## src/rtl/rcs32_clk_if.sv

```systemverilog
// Handshake and data bundle for the slice-serial 32-bit subtractor.
// The master side issues the request and operands; the slave side
// returns the status pulses and the held result.
interface rcs32_clk_if #(
    parameter int DATA_W = 32
);
    logic              start;
    logic [DATA_W-1:0] a;
    logic [DATA_W-1:0] b;
    logic              bi;
    logic              busy;
    logic              done;
    logic [DATA_W-1:0] d;
    logic              bo;
    logic              ov;

    modport master (
        output start, a, b, bi,
        input  busy, done, d, bo, ov
    );

    modport slave (
        input  start, a, b, bi,
        output busy, done, d, bo, ov
    );
endinterface

```

## src/rtl/rcs32_clk.sv

```systemverilog
// Slice-serial ripple-borrow subtractor: d = a - b - bi.
// One SLICE_W-bit subtract cell is reused each clock, LSB slice first,
// with the borrow held in a register between slices.
module rcs32_clk #(
    parameter int DATA_W  = 32,
    parameter int SLICE_W = 4
) (
    input  logic         clk,
    input  logic         reset_n,
    rcs32_clk_if.slave   bus
);
    localparam int NSLICE = DATA_W / SLICE_W;
    localparam int CNT_W  = (NSLICE > 1) ? $clog2(NSLICE) : 1;
    localparam int MSB    = DATA_W - 1;

    typedef enum logic [1:0] {
        IDLE = 2'd0,
        BUSY = 2'd1,
        DONE = 2'd2
    } state_t;

    state_t             state;
    logic [CNT_W-1:0]   cnt;
    logic [DATA_W-1:0]  a_q;
    logic [DATA_W-1:0]  b_q;
    logic               borrow;
    logic [DATA_W-1:0]  d_q;
    logic               bo_q;
    logic               ov_q;
    logic               busy_q;
    logic               done_q;
    logic [SLICE_W:0]   slice_res;

    // Unsigned slice subtract with borrow-in; the extra top bit of the
    // result is the borrow-out (the widened difference went negative).
    function automatic logic [SLICE_W:0] sub_slice(
        input logic [SLICE_W-1:0] x,
        input logic [SLICE_W-1:0] y,
        input logic               bin
    );
        return {1'b0, x} - {1'b0, y} - {{SLICE_W{1'b0}}, bin};
    endfunction

    assign slice_res = sub_slice(a_q[cnt*SLICE_W +: SLICE_W],
                                 b_q[cnt*SLICE_W +: SLICE_W],
                                 borrow);

    assign bus.busy = busy_q;
    assign bus.done = done_q;
    assign bus.d    = d_q;
    assign bus.bo   = bo_q;
    assign bus.ov   = ov_q;

    // Control FSM and slice datapath; reset abandons any pass in flight.
    always_ff @(posedge clk) begin
        if (!reset_n) begin
            state  <= IDLE;
            cnt    <= '0;
            a_q    <= '0;
            b_q    <= '0;
            borrow <= 1'b0;
            d_q    <= '0;
            bo_q   <= 1'b0;
            ov_q   <= 1'b0;
            busy_q <= 1'b0;
            done_q <= 1'b0;
        end else begin
            case (state)
                IDLE: begin
                    done_q <= 1'b0;
                    busy_q <= 1'b0;
                    if (bus.start) begin
                        a_q    <= bus.a;
                        b_q    <= bus.b;
                        borrow <= bus.bi;
                        cnt    <= '0;
                        d_q    <= '0;
                        busy_q <= 1'b1;
                        state  <= BUSY;
                    end
                end
                BUSY: begin
                    d_q[cnt*SLICE_W +: SLICE_W] <= slice_res[SLICE_W-1:0];
                    borrow <= slice_res[SLICE_W];
                    cnt    <= cnt + 1'b1;
                    if (cnt == CNT_W'(NSLICE - 1)) begin
                        // Last slice holds the result MSB, so overflow is
                        // decided from this slice's top difference bit.
                        bo_q   <= slice_res[SLICE_W];
                        ov_q   <= (a_q[MSB] ^ b_q[MSB]) &
                                  (slice_res[SLICE_W-1] ^ a_q[MSB]);
                        busy_q <= 1'b0;
                        done_q <= 1'b1;
                        state  <= DONE;
                    end
                end
                DONE: begin
                    done_q <= 1'b0;
                    busy_q <= 1'b0;
                    state  <= IDLE;
                end
                default: begin
                    done_q <= 1'b0;
                    busy_q <= 1'b0;
                    state  <= IDLE;
                end
            endcase
        end
    end
endmodule
```

## src/flat_wrapper.sv

```systemverilog
// flat-port wrapper written by rule: the top's interface ports become plain ports
module rcs32_clk_flat 
#(
    parameter int DATA_W  = 32,
    parameter int SLICE_W = 4
)
  (clk, reset_n, bus_start, bus_a, bus_b, bus_bi, bus_busy, bus_done, bus_d, bus_bo, bus_ov);
  rcs32_clk_if #(.DATA_W(DATA_W)) bus_i ();
  input  logic clk;
  input  logic reset_n;
  input wire logic [$bits(bus_i.start)-1:0] bus_start;
  input wire logic [$bits(bus_i.a)-1:0] bus_a;
  input wire logic [$bits(bus_i.b)-1:0] bus_b;
  input wire logic [$bits(bus_i.bi)-1:0] bus_bi;
  output wire logic [$bits(bus_i.busy)-1:0] bus_busy;
  output wire logic [$bits(bus_i.done)-1:0] bus_done;
  output wire logic [$bits(bus_i.d)-1:0] bus_d;
  output wire logic [$bits(bus_i.bo)-1:0] bus_bo;
  output wire logic [$bits(bus_i.ov)-1:0] bus_ov;
  assign bus_i.start = bus_start;
  assign bus_i.a = bus_a;
  assign bus_i.b = bus_b;
  assign bus_i.bi = bus_bi;
  assign bus_busy = bus_i.busy;
  assign bus_done = bus_i.done;
  assign bus_d = bus_i.d;
  assign bus_bo = bus_i.bo;
  assign bus_ov = bus_i.ov;
  rcs32_clk #(.DATA_W(DATA_W), .SLICE_W(SLICE_W)) u_core (.clk(clk), .reset_n(reset_n), .bus(bus_i));
endmodule
```

## config.mk

```make
export PLATFORM = sky130hd
export DESIGN_NAME = rcs32_clk_flat
export DESIGN_NICKNAME = d
export VERILOG_FILES = /design/src/rtl/rcs32_clk_if.sv /design/src/rtl/rcs32_clk.sv /design/src/flat_wrapper.sv
export SDC_FILE = /design/constraint.sdc
export NUM_CORES = 1
export LEC_CHECK = 0
export ABC_AREA = 1
export BUFFER_PORTS_ARGS = -buffer_cell sky130_fd_sc_hd__buf_2
export CORE_ASPECT_RATIO = 2
export CORE_MARGIN = 4
export CORE_UTILIZATION = 54
export DETAILED_ROUTE_END_ITERATION = 16
export PLACE_DENSITY_LB_ADDON = 0.05
export SETUP_SLACK_MARGIN = 0.05
export SLEW_MARGIN = 20
export SYNTH_ARGS = -nofsm -noshare
export SYNTH_HDL_FRONTEND = slang
export SYNTH_SLANG_ARGS = --single-unit
```

## constraint.sdc

```tcl
create_clock -name clk -period 3.2 [get_ports clk]
set_input_delay 0.16 -clock clk [delete_from_list [all_inputs] [get_ports clk]]
set_output_delay 0.16 -clock clk [all_outputs]
set_load 0.01 [all_outputs]
```

[Word level (Yosys, flattened, before mapping)]
Cells that the tools add are included.
Word-level totals
  flip-flop bits (word level): 106
  input port bits: 68
  output and inout port bits: 36
  logic and storage cells: 45
Operators by class
  add/sub/neg operators: 4
  eq/ne operators: 4
  shift-type cells: 4
  muxes and demuxes: 13
  bitwise gates (word level): 3
  reduce and logical (&&, ||, !) cells: 7
Operators with widths (count)
  32-bit case mux with 2 select lines: 1
  32-bit by 6-bit indexed part select with 4-bit output: 2
  5-bit negation with 34-bit output: 1
  4-bit by 34-bit variable shift with 32-bit output, first input constant: 1
  4-bit by 34-bit indexed part select with 32-bit output: 1
  32-bit bitwise mux: 1
  32-bit two-way mux: 1
  2-bit AND reduction: 5
  3-bit case mux with 2 select lines: 1
  4-bit by 4-bit subtractor with 5-bit output: 1
  5-bit by 1-bit subtractor with 5-bit output: 1
  2-bit two-way mux: 2
  1-bit case mux with 2 select lines: 2
  2-bit case mux with 2 select lines: 1
  3-bit by 1-bit adder with 3-bit output, second input constant: 1
  3-bit equality test, second input constant: 1
  1-bit two-way mux: 3
  3-bit two-way mux: 1
  2-bit by 1-bit equality test with 1-bit output, second input constant: 1
  2-bit logical NOT: 1
  2-bit by 1-bit inequality test with 1-bit output, second input constant: 1
  2-bit inequality test, second input constant: 1
  2-bit nonzero test: 1
  1-bit bitwise XOR: 2
  1-bit AND: 1

[Longest topological paths before layout]
Gate-level depths: netlist of run 1.
  word-level depth: 6
  mapped depth: 17
  gate-level depth less buffers: 15

[Least setup slack after synthesis of run 1]
OpenSTA, ideal clock, no wires.
  path type: register to register
  from: register u_core.cnt[0]
  to: register u_core.d_q[29] (netlist: u_core.bus.d[29])
  arrival time: 2.678 ns
  required time: 3.129 ns
  path slack: 0.450 ns
  cell stages (with the launch flop): 15
  buffers on the path: 3
  path through: dfxtp_1 -> buf_4 -> buf_2 -> clkbuf_1 -> nor2_1 -> o221ai_1 -> o21ai_0 -> fa_1 -> inv_1 -> fa_1 -> inv_1 -> nand2_1 -> nor2_1 -> nand2_1 -> a21oi_1
Between the ends
  word-level cells in the longest chain between the ends: 6
  elaborated cells between the ends (all ways): 9
  those cells by class: add/sub: 3; shift: 4; mux: 2
RTL lines
  start, declared: line rcs32_clk.sv:23  | logic [CNT_W-1:0] cnt;
  start signal, assigned: line rcs32_clk.sv:85  | cnt <= cnt + 1'b1;
  32-bit by 6-bit indexed part select with 4-bit output, on equally long branches: line rcs32_clk.sv:44, rcs32_clk.sv:45
  4-bit by 4-bit subtractor with 5-bit output: line rcs32_clk.sv:41  | return {1'b0, x} - {1'b0, y} - {{SLICE_W{1'b0}}, bin};
  5-bit by 1-bit subtractor with 5-bit output: line rcs32_clk.sv:41
  4-bit by 34-bit indexed part select with 32-bit output: line rcs32_clk.sv:83  | d_q[cnt*SLICE_W +: SLICE_W] <= slice_res[SLICE_W-1:0];
  32-bit bitwise mux (*): line rcs32_clk.sv:83
  32-bit case mux with 2 select lines (*): line rcs32_clk.sv:68  | case (state)
  end signal, assigned by index: line rcs32_clk.sv:83
  end, declared: line rcs32_clk.sv:27  | logic [DATA_W-1:0] d_q;
Mark *: on every way between the ends. The rest lies on a longest branch, timed or not.
A chain may end at the register's enable or synchronous reset.

[Final worst setup path of run 1]
  from: register u_core.cnt[1]
  to: register u_core.d_q[30] (netlist: u_core.bus.d[30])
The elaborated chain is that of the path after synthesis.

==> results of run 1 <==
[metrics by stage]
| stage | cell area [µm²] | utilization | worst slack (ns) |
|---|---|---|---|
| after floorplan | 4710 | - | 0.450 |
| after global placement | 5290 | 0.616 | 0.506 |
| after detailed placement | 5290 | 0.616 | 0.365 |
| after CTS | 5610 | 0.653 | 0.340 |
| after global routing | 5610 | 0.653 | 0.0532 |
| final | 5610 | 0.653 | 0.277 |
[sequential cells by signal (all words and copies together), names as in the netlist]
signal,count
u_core.a_q,32
u_core.b_q,32
u_core.borrow,1
u_core.bus.bo,1
u_core.bus.busy,1
u_core.bus.d,32
u_core.bus.done,1
u_core.bus.ov,1
u_core.cnt,3
u_core.state,2
[worst max-delay path: cells and delay by family (launching register included)]
kind | cells | cell delay (ns)
simple gates | 4 | 0.51
flops | 1 | 0.56
xor+xnor | 1 | 0.30
buf+inv | 2 | 0.27
fa+ha+maj | 2 | 0.67
compound gates | 3 | 0.52
[kinds of logic (layout without fill, tap and decap cells)]
family                   count (synthesis)  count (layout)
flip-flops                             106             106
adder cells (fa/ha/maj)                 13              13
AND/OR/NAND/NOR                        298             298
XOR/XNOR                                 2               2
buffers and inverters                   67             161
AO/OA/AOI/OAI                          156             156
[final cells by class]
class / instances / share of cell area
Multi-Input combinational cell: 469 / 0.415
Clock inverter: 6 / 0.0163
Tap cell: 100 / 0.0223
Sequential cell: 106 / 0.378
Clock buffer: 10 / 0.0408
Timing Repair Buffer: 113 / 0.105
Inverter: 32 / 0.0214
[layer usage]
| layer | track usage | wire length, µm | vias up | part of all wire |
|---|---|---|---|---|
| met3 | 0.0460 | 540 | 36 | 0.041 |
| met2 | 0.503 | 7600 | 131 | 0.57 |
| met4 | 0.128 | 522 | 0 | 0.039 |
| met1 | 0.262 | 4620 | 2098 | 0.35 |
| li1 | - | - | 2279 | - |
| met5 | 0 | 0 | - | 0 |
[power groups by stage]
stage                     Sequential, mW  Clock (mW)  Combinational, mW
after global routing                1.45        1.26              0.664
after CTS                           1.45        1.19              0.595
after global placement              1.48           0              0.574
after floorplan                     1.46           0              0.420
final                               1.45        1.18              0.598
after detailed placement            1.48           0              0.592
[Yosys cell counts (3+ instances only)]
cell,instances
sky130_fd_sc_hd__o221ai_1,5
sky130_fd_sc_hd__nand2_1,90
sky130_fd_sc_hd__nor3_2,3
sky130_fd_sc_hd__o22ai_1,7
sky130_fd_sc_hd__buf_2,8
sky130_fd_sc_hd__nand3_1,8
sky130_fd_sc_hd__nor4_4,4
sky130_fd_sc_hd__nor2_1,175
sky130_fd_sc_hd__nand4_1,5
sky130_fd_sc_hd__inv_2,6
sky130_fd_sc_hd__clkbuf_1,24
sky130_fd_sc_hd__nand2_2,3
sky130_fd_sc_hd__a21oi_1,39
sky130_fd_sc_hd__nor2_2,3
sky130_fd_sc_hd__ha_1,11
sky130_fd_sc_hd__inv_1,25
sky130_fd_sc_hd__o21ai_0,98
sky130_fd_sc_hd__dfxtp_1,106
[path summary, 6_finish.rpt]
| path | start | to | slack, ns | cells after the start |
|---|---|---|---|---|
| worst max-delay path | u_core.cnt[1] | u_core.bus.d[30] | 0.28 | 12 |
| worst min-delay path | bus_b[17] | u_core.b_q[17] | 0.03 | 3 |
| worst max register to register | u_core.cnt[1] | u_core.bus.d[30] | 0.28 | 12 |
| worst min register to register | u_core.bus.d[28] | u_core.bus.d[28] | 0.46 | 2 |
==> metrics.md, run 1 <==
| Metric | Value |
|---|---|
| Sequential Area | `2120 µm²` |
| Number of max-slew violations in the final report | `0` |
| Gr usage total | `0.266` |
| Required time worst endpoint | `3.46 ns` |
| Worst hold slack | `0.0328 ns` |
| CTS tree | `yes` |
| Largest family of logic cells by synthesized area | `simple AND/OR/NAND/NOR gates` |
| # hold bufs at CTS | `0` |
| Count of boundary I/O pins | `104` |
| Most common cell after layout, fill and taps aside | `sky130_fd_sc_hd__nor2_1` |
| Cell Pwr Density | `approximately 580 nW/µm²` |
| Cell area after technology mapping | `4710 µm²` |
| Initial standard-cell utilization of the core | `0.548` |
| Maximum number of pins on one net before global-route repair | `74` |
| Power share of the combinational group | `0.185` |
| Synthesized-area fraction occupied by and/or/nand/nor cells | `0.276` |
| Compound-gate portion of the synthesized area | `0.175` |
| Crit path largest cell delay | `0.56 ns` |
| Clock root buffer | `sky130_fd_sc_hd__clkbuf_16` |
| Maximum fanout along the worst path | `13` |
| Post-route insts no fill | `836` |
| Drt first-iter violations | `between 200 and 250` |
| Run status | `finished, final reports clean` |
| Highest ir drop seen on vdd | `0.402 mV` |
| Path class of the lowest-slack min-delay path | `in -> reg` |
| Post-layout net count | `812` |
| Antenna violations before repair | `0` |
| Crit. End Element | `flip-flop` |
| Pre-antenna DRT Iters | `4` |
| Data arrival time of the worst path | `3.18 ns` |
| Cells along the critical path | `inv_2 -> nor2_4 -> o21ai_0 -> o221ai_1 -> fa_1 -> inv_1 -> fa_1 -> xnor2_1 -> nand2_1 -> nor2_1 -> nand2_1 -> a21oi_1` |
| Async SR Flop Fraction | `0` |
| Placeable core region | `between 8000 and 9000 µm²` |
| Commonest cells after routing, fill and taps aside | `174 x sky130_fd_sc_hd__nor2_1, 106 x sky130_fd_sc_hd__dfxtp_1, 103 x sky130_fd_sc_hd__buf_2` |
| Antenna cell count | `0` |
| Area share of the largest cell type after synthesis | `0.451` |
| Count of buffers added by post-CTS timing repair for setup | `0` |
| Critical path's slowest cell | `sky130_fd_sc_hd__dfxtp_1` |
| Final Skew | `0.0121 ns` |
| Gpl congestion | `0.879` |
| Mean Syn Cell Area | `7.33 µm²` |
| Synthesized flop and latch total | `about 110` |
| Number of enable flip-flop cells after synthesis | `0` |
| DR WL/cell | `approximately 16 µm` |
| TritonCTS Buffers | `9` |
| Switching Share | `0.291` |
| Highest Clock Rate | `around 340 MHz` |
| Setup repair after global routing missed its margin | `no` |
| Worst-margin pin slew | `0.660 ns` |
| Proportion of power drawn by the clock network | `0.366` |
| Die area | `10400 µm²` |
| Final setup violation count | `0` |
| Number of maximum-capacitance constraint violations | `0` |
| CP startpoint kind | `flip-flop` |
| Total power | `3.23 mW` |
| First-pass GRT wire length | `around 21000 µm` |
| Remaining antenna violation count after routing | `0` |
| Number of cells after detailed placement | `820` |
| CTS sink cnt | `106` |
| Yosys Warn Count | `0` |
| Post-detailed-placement half-perimeter wirelength | `around 10000 µm` |
| Die width | `about 74 µm` |
| H-tree lvl count | `3` |
| Area occupied by multi-input gates | `2330 µm²` |
| Vertical die dimension | `approximately 140 µm` |
| Post-detailed-routing wire length | `13300 µm` |
| Final Hold Fails | `0` |
| Clock edge transition at the registers on the reported setup and hold paths | `0.07 ns` |
| Leak Pwr | `2.46 nW` |
| Share of cells above drive strength 1 | `0.209` |
| Final-layout setup total negative slack | `0 ns` |
| Internal power of the cells | `2.29 mW` |
| Clock period minus final worst setup slack | `2.92 ns` |
| Layout-stage area growth over the synthesis result | `19.1%` |
| Portion of total power attributed to sequential cells | `0.449` |
| Number of buffers between clock root and the deepest sink | `2` |
| Main area contributors after synthesis | `sky130_fd_sc_hd__dfxtp_1 45%, sky130_fd_sc_hd__nor2_1 14%, sky130_fd_sc_hd__o21ai_0 10%` |
| Count of cell types in the netlist | `35` |
| Vias in the first global route | `4579` |
| Average vias per placed instance | `between 5 and 6` |
| Post-route clock period utilization | `0.913` |
| Synthesized net count | `723` |
| Flip-flop cell with the highest count after synthesis | `sky130_fd_sc_hd__dfxtp_1` |
| Quantity of gates resized following cts | `0` |
| Sequential-to-total area share from yosys stat | `0.451` |
| Synthesized-area fraction occupied by adder cells | `0.0377` |
| Cell type contributing the most total cell area after synthesis | `sky130_fd_sc_hd__dfxtp_1` |
| WS Path Type | `reg -> reg` |
| Number of cells produced by synthesis | `642` |
| Clock insertion delay at the later pin of the skew report | `between 0.3 and 0.4 ns` |
| Rel. slew slack | `0.560` |
| Fillers | `792` |
| Vias after detailed routing | `4544` |
| Number of buffer cells added on primary ports | `between 100 and 150` |
| Total congestion overflow after global routing | `0` |
| Count of standard-cell rows | `48` |
| Switching pwr | `0.940 mW` |
| DRC violations left | `0` |
| Mux share of post-synthesis cell area | `0` |
| Share of the synthesized netlist area taken by xor and xnor gates | `0.00372` |
Power figures use the tool's default switching activity.
==> inputs of run 2 (changes only) <==
--- a/config.mk
+++ b/config.mk
@@ -11,7 +11,7 @@
 export CORE_MARGIN = 4
 export CORE_UTILIZATION = 54
 export DETAILED_ROUTE_END_ITERATION = 16
-export PLACE_DENSITY_LB_ADDON = 0.05
+export PLACE_DENSITY = 0.88
 export SETUP_SLACK_MARGIN = 0.05
 export SLEW_MARGIN = 20
 export SYNTH_ARGS = -nofsm -noshare
==> run 2 against run 1 <==
  * First-iteration DRC count rose by 40%
  * Largest power group unchanged
  * Non-clock buffer count unchanged
  * Hold slack gained 0.0021 ns
  * Register-to-register slack better by 0.08 ns
==> metrics.md, run 2 (same netlist as run 1, synthesis figures left out) <==
| Metric | Value |
|---|---|
| Vias after detailed routing | `between 4000 and 5000` |
| Final-layout setup total negative slack | `0 ns` |
| Clock insertion delay at the later pin of the skew report | `0.35 ns` |
| Drt first-iter violations | `slightly below 300` |
| CP startpoint | `u_core.cnt[0]` |
| Placeable core region | `between 8000 and 9000 µm²` |
| Number of buffers between clock root and the deepest sink | `2` |
| First-pass GRT wire length | `20100 µm` |
| Final Hold Fails | `0` |
| Vias in the first global route | `4456` |
| TritonCTS Buffers | `9` |
| Quantity of gates resized following cts | `0` |
| Count of standard-cell rows | `48` |
| Gpl congestion | `0.898` |
| Count of boundary I/O pins | `104` |
| CP startpoint kind | `flip-flop` |
| Startpoint of the worst-slack reg-to-reg timing path | `u_core.cnt[0]` |
| Final setup violation count | `0` |
| Leak Pwr | `2.46 nW` |
| Gr usage total | `0.248` |
| Pre-antenna DRT Iters | `5` |
| Commonest cells after routing, fill and taps aside | `174 x sky130_fd_sc_hd__nor2_1, 106 x sky130_fd_sc_hd__dfxtp_1, 103 x sky130_fd_sc_hd__buf_2` |
| Initial standard-cell utilization of the core | `0.548` |
| Post-route insts no fill | `836` |
| Maximum number of pins on one net before global-route repair | `74` |
| Post-route clock period utilization | `0.890` |
| Setup repair after global routing missed its margin | `no` |
| H-tree lvl count | `3` |
| Rel. slew slack | `0.324` |
| Highest Clock Rate | `351 MHz` |
| Number of cells after detailed placement | `820` |
| Data arrival time of the worst path | `3.12 ns` |
| Required time worst endpoint | `3.48 ns` |
| Cell Pwr Density | `550 nW/µm²` |
| Die area | `slightly above 10000 µm²` |
| CTS tree | `yes` |
| Final Cell Area | `~5600 µm²` |
| Path class of the lowest-slack min-delay path | `in -> reg` |
| DRC violations left | `0` |
| Number of buffer cells added on primary ports | `approximately 100` |
| Total congestion overflow after global routing | `0` |
| Worst Hold Launch | `bus_b[17]` |
| WS Path Type | `reg -> reg` |
| Clock root buffer | `sky130_fd_sc_hd__clkbuf_16` |
| DP Area | `5290 µm²` |
| Post-layout net count | `roughly 810` |
| Most common cell after layout, fill and taps aside | `sky130_fd_sc_hd__nor2_1` |
| Post-detailed-placement half-perimeter wirelength | `9570 µm` |
| Fillers | `roughly 740` |
| Post-detailed-routing wire length | `12700 µm` |
| Maximum fanout along the worst path | `40` |
| Vertical die dimension | `140 µm` |
| Highest ir drop seen on vdd | `0.339 mV` |
| Count of buffers added by post-CTS timing repair for setup | `0` |
| Antenna cell count | `0` |
| CTS sink cnt | `106` |
| Worst-margin pin slew | `1.01 ns` |
| Share of cells above drive strength 1 | `0.208` |
| Number of maximum-capacitance constraint violations | `0` |
| # hold bufs at CTS | `0` |
| Run status | `finished, final reports clean` |
| Remaining antenna violation count after routing | `0` |
| Layout-stage area growth over the synthesis result | `18.1%` |
| Die width | `74.0 µm` |
| Final Skew | `0.00537 ns` |
| Number of max-slew violations in the final report | `0` |
| Clock period minus final worst setup slack | `about 2.8 ns` |
| DR WL/cell | `15.2 µm` |
| Clock edge transition at the registers on the reported setup and hold paths | `~0.070 ns` |
| Crit. End Element | `flip-flop` |
| Antenna violations before repair | `0` |
| Average vias per placed instance | `5.52` |
| Worst hold slack | `0.0348 ns` |
==> run 2: critical path: stages, from the launching register on <==
cell	delay, ns
sky130_fd_sc_hd__dfxtp_1	0.33
sky130_fd_sc_hd__buf_4	0.35
sky130_fd_sc_hd__o21ai_0	0.13
sky130_fd_sc_hd__o221ai_1	0.21
sky130_fd_sc_hd__o21ai_0	0.17
sky130_fd_sc_hd__fa_1	0.46
sky130_fd_sc_hd__inv_1	0.08
sky130_fd_sc_hd__fa_1	0.42
sky130_fd_sc_hd__inv_1	0.10
sky130_fd_sc_hd__nand2_1	0.08
sky130_fd_sc_hd__nor2_1	0.20
sky130_fd_sc_hd__nand2_1	0.10
sky130_fd_sc_hd__a21oi_1	0.16
==> run 2: final cells by class <==
| type | count | area [µm²] | area share |
|---|---|---|---|
| Multi-Input combinational cell | 469 | 2340 | 0.420 |
| Sequential cell | 106 | 2120 | 0.382 |
| Timing Repair Buffer | 113 | 591 | 0.106 |
| Clock buffer | 13 | 250 | 0.0450 |
| Tap cell | 100 | 125 | 0.0225 |
| Inverter | 32 | 120 | 0.0216 |
| Clock inverter | 3 | 15.0 | 0.00270 |
==> run 2: layer usage <==
layer  vias to the layer above  global-route usage  part of all wire
li1                       2269                   -                 -
met1                      2131               0.251              0.35
met2                       168               0.452              0.56
met3                        46              0.0474             0.048
met4                         0               0.140             0.046
met5                         -                   0                 0
==> run 2: metrics by stage <==
stage                      util  setup slack [ns]  power (mW)
after floorplan               -             0.450        1.88
after global placement    0.616             0.503        2.04
after detailed placement  0.616             0.392        2.06
after CTS                 0.646             0.355        3.05
after global routing      0.647            0.0856        3.20
final                     0.647             0.353        3.06
==> run 2: path summary, 6_finish.rpt <==
kind | end | slack [ns] | cells after the start
min reg2reg | u_core.bus.d[4] | 0.46 | 2
max | u_core.bus.d[13] | 0.35 | 12
max reg2reg | u_core.bus.d[13] | 0.35 | 12
min | u_core.b_q[17] | 0.03 | 3
==> run 2: power by group <==
part | total (mW) | leakage, nW | internal, mW | switching, mW
clock network | 1.01 | 0.133 | 0.546 | 0.459
registers | 1.44 | 0.870 | 1.40 | 0.0470
logic | 0.606 | 1.45 | 0.207 | 0.398
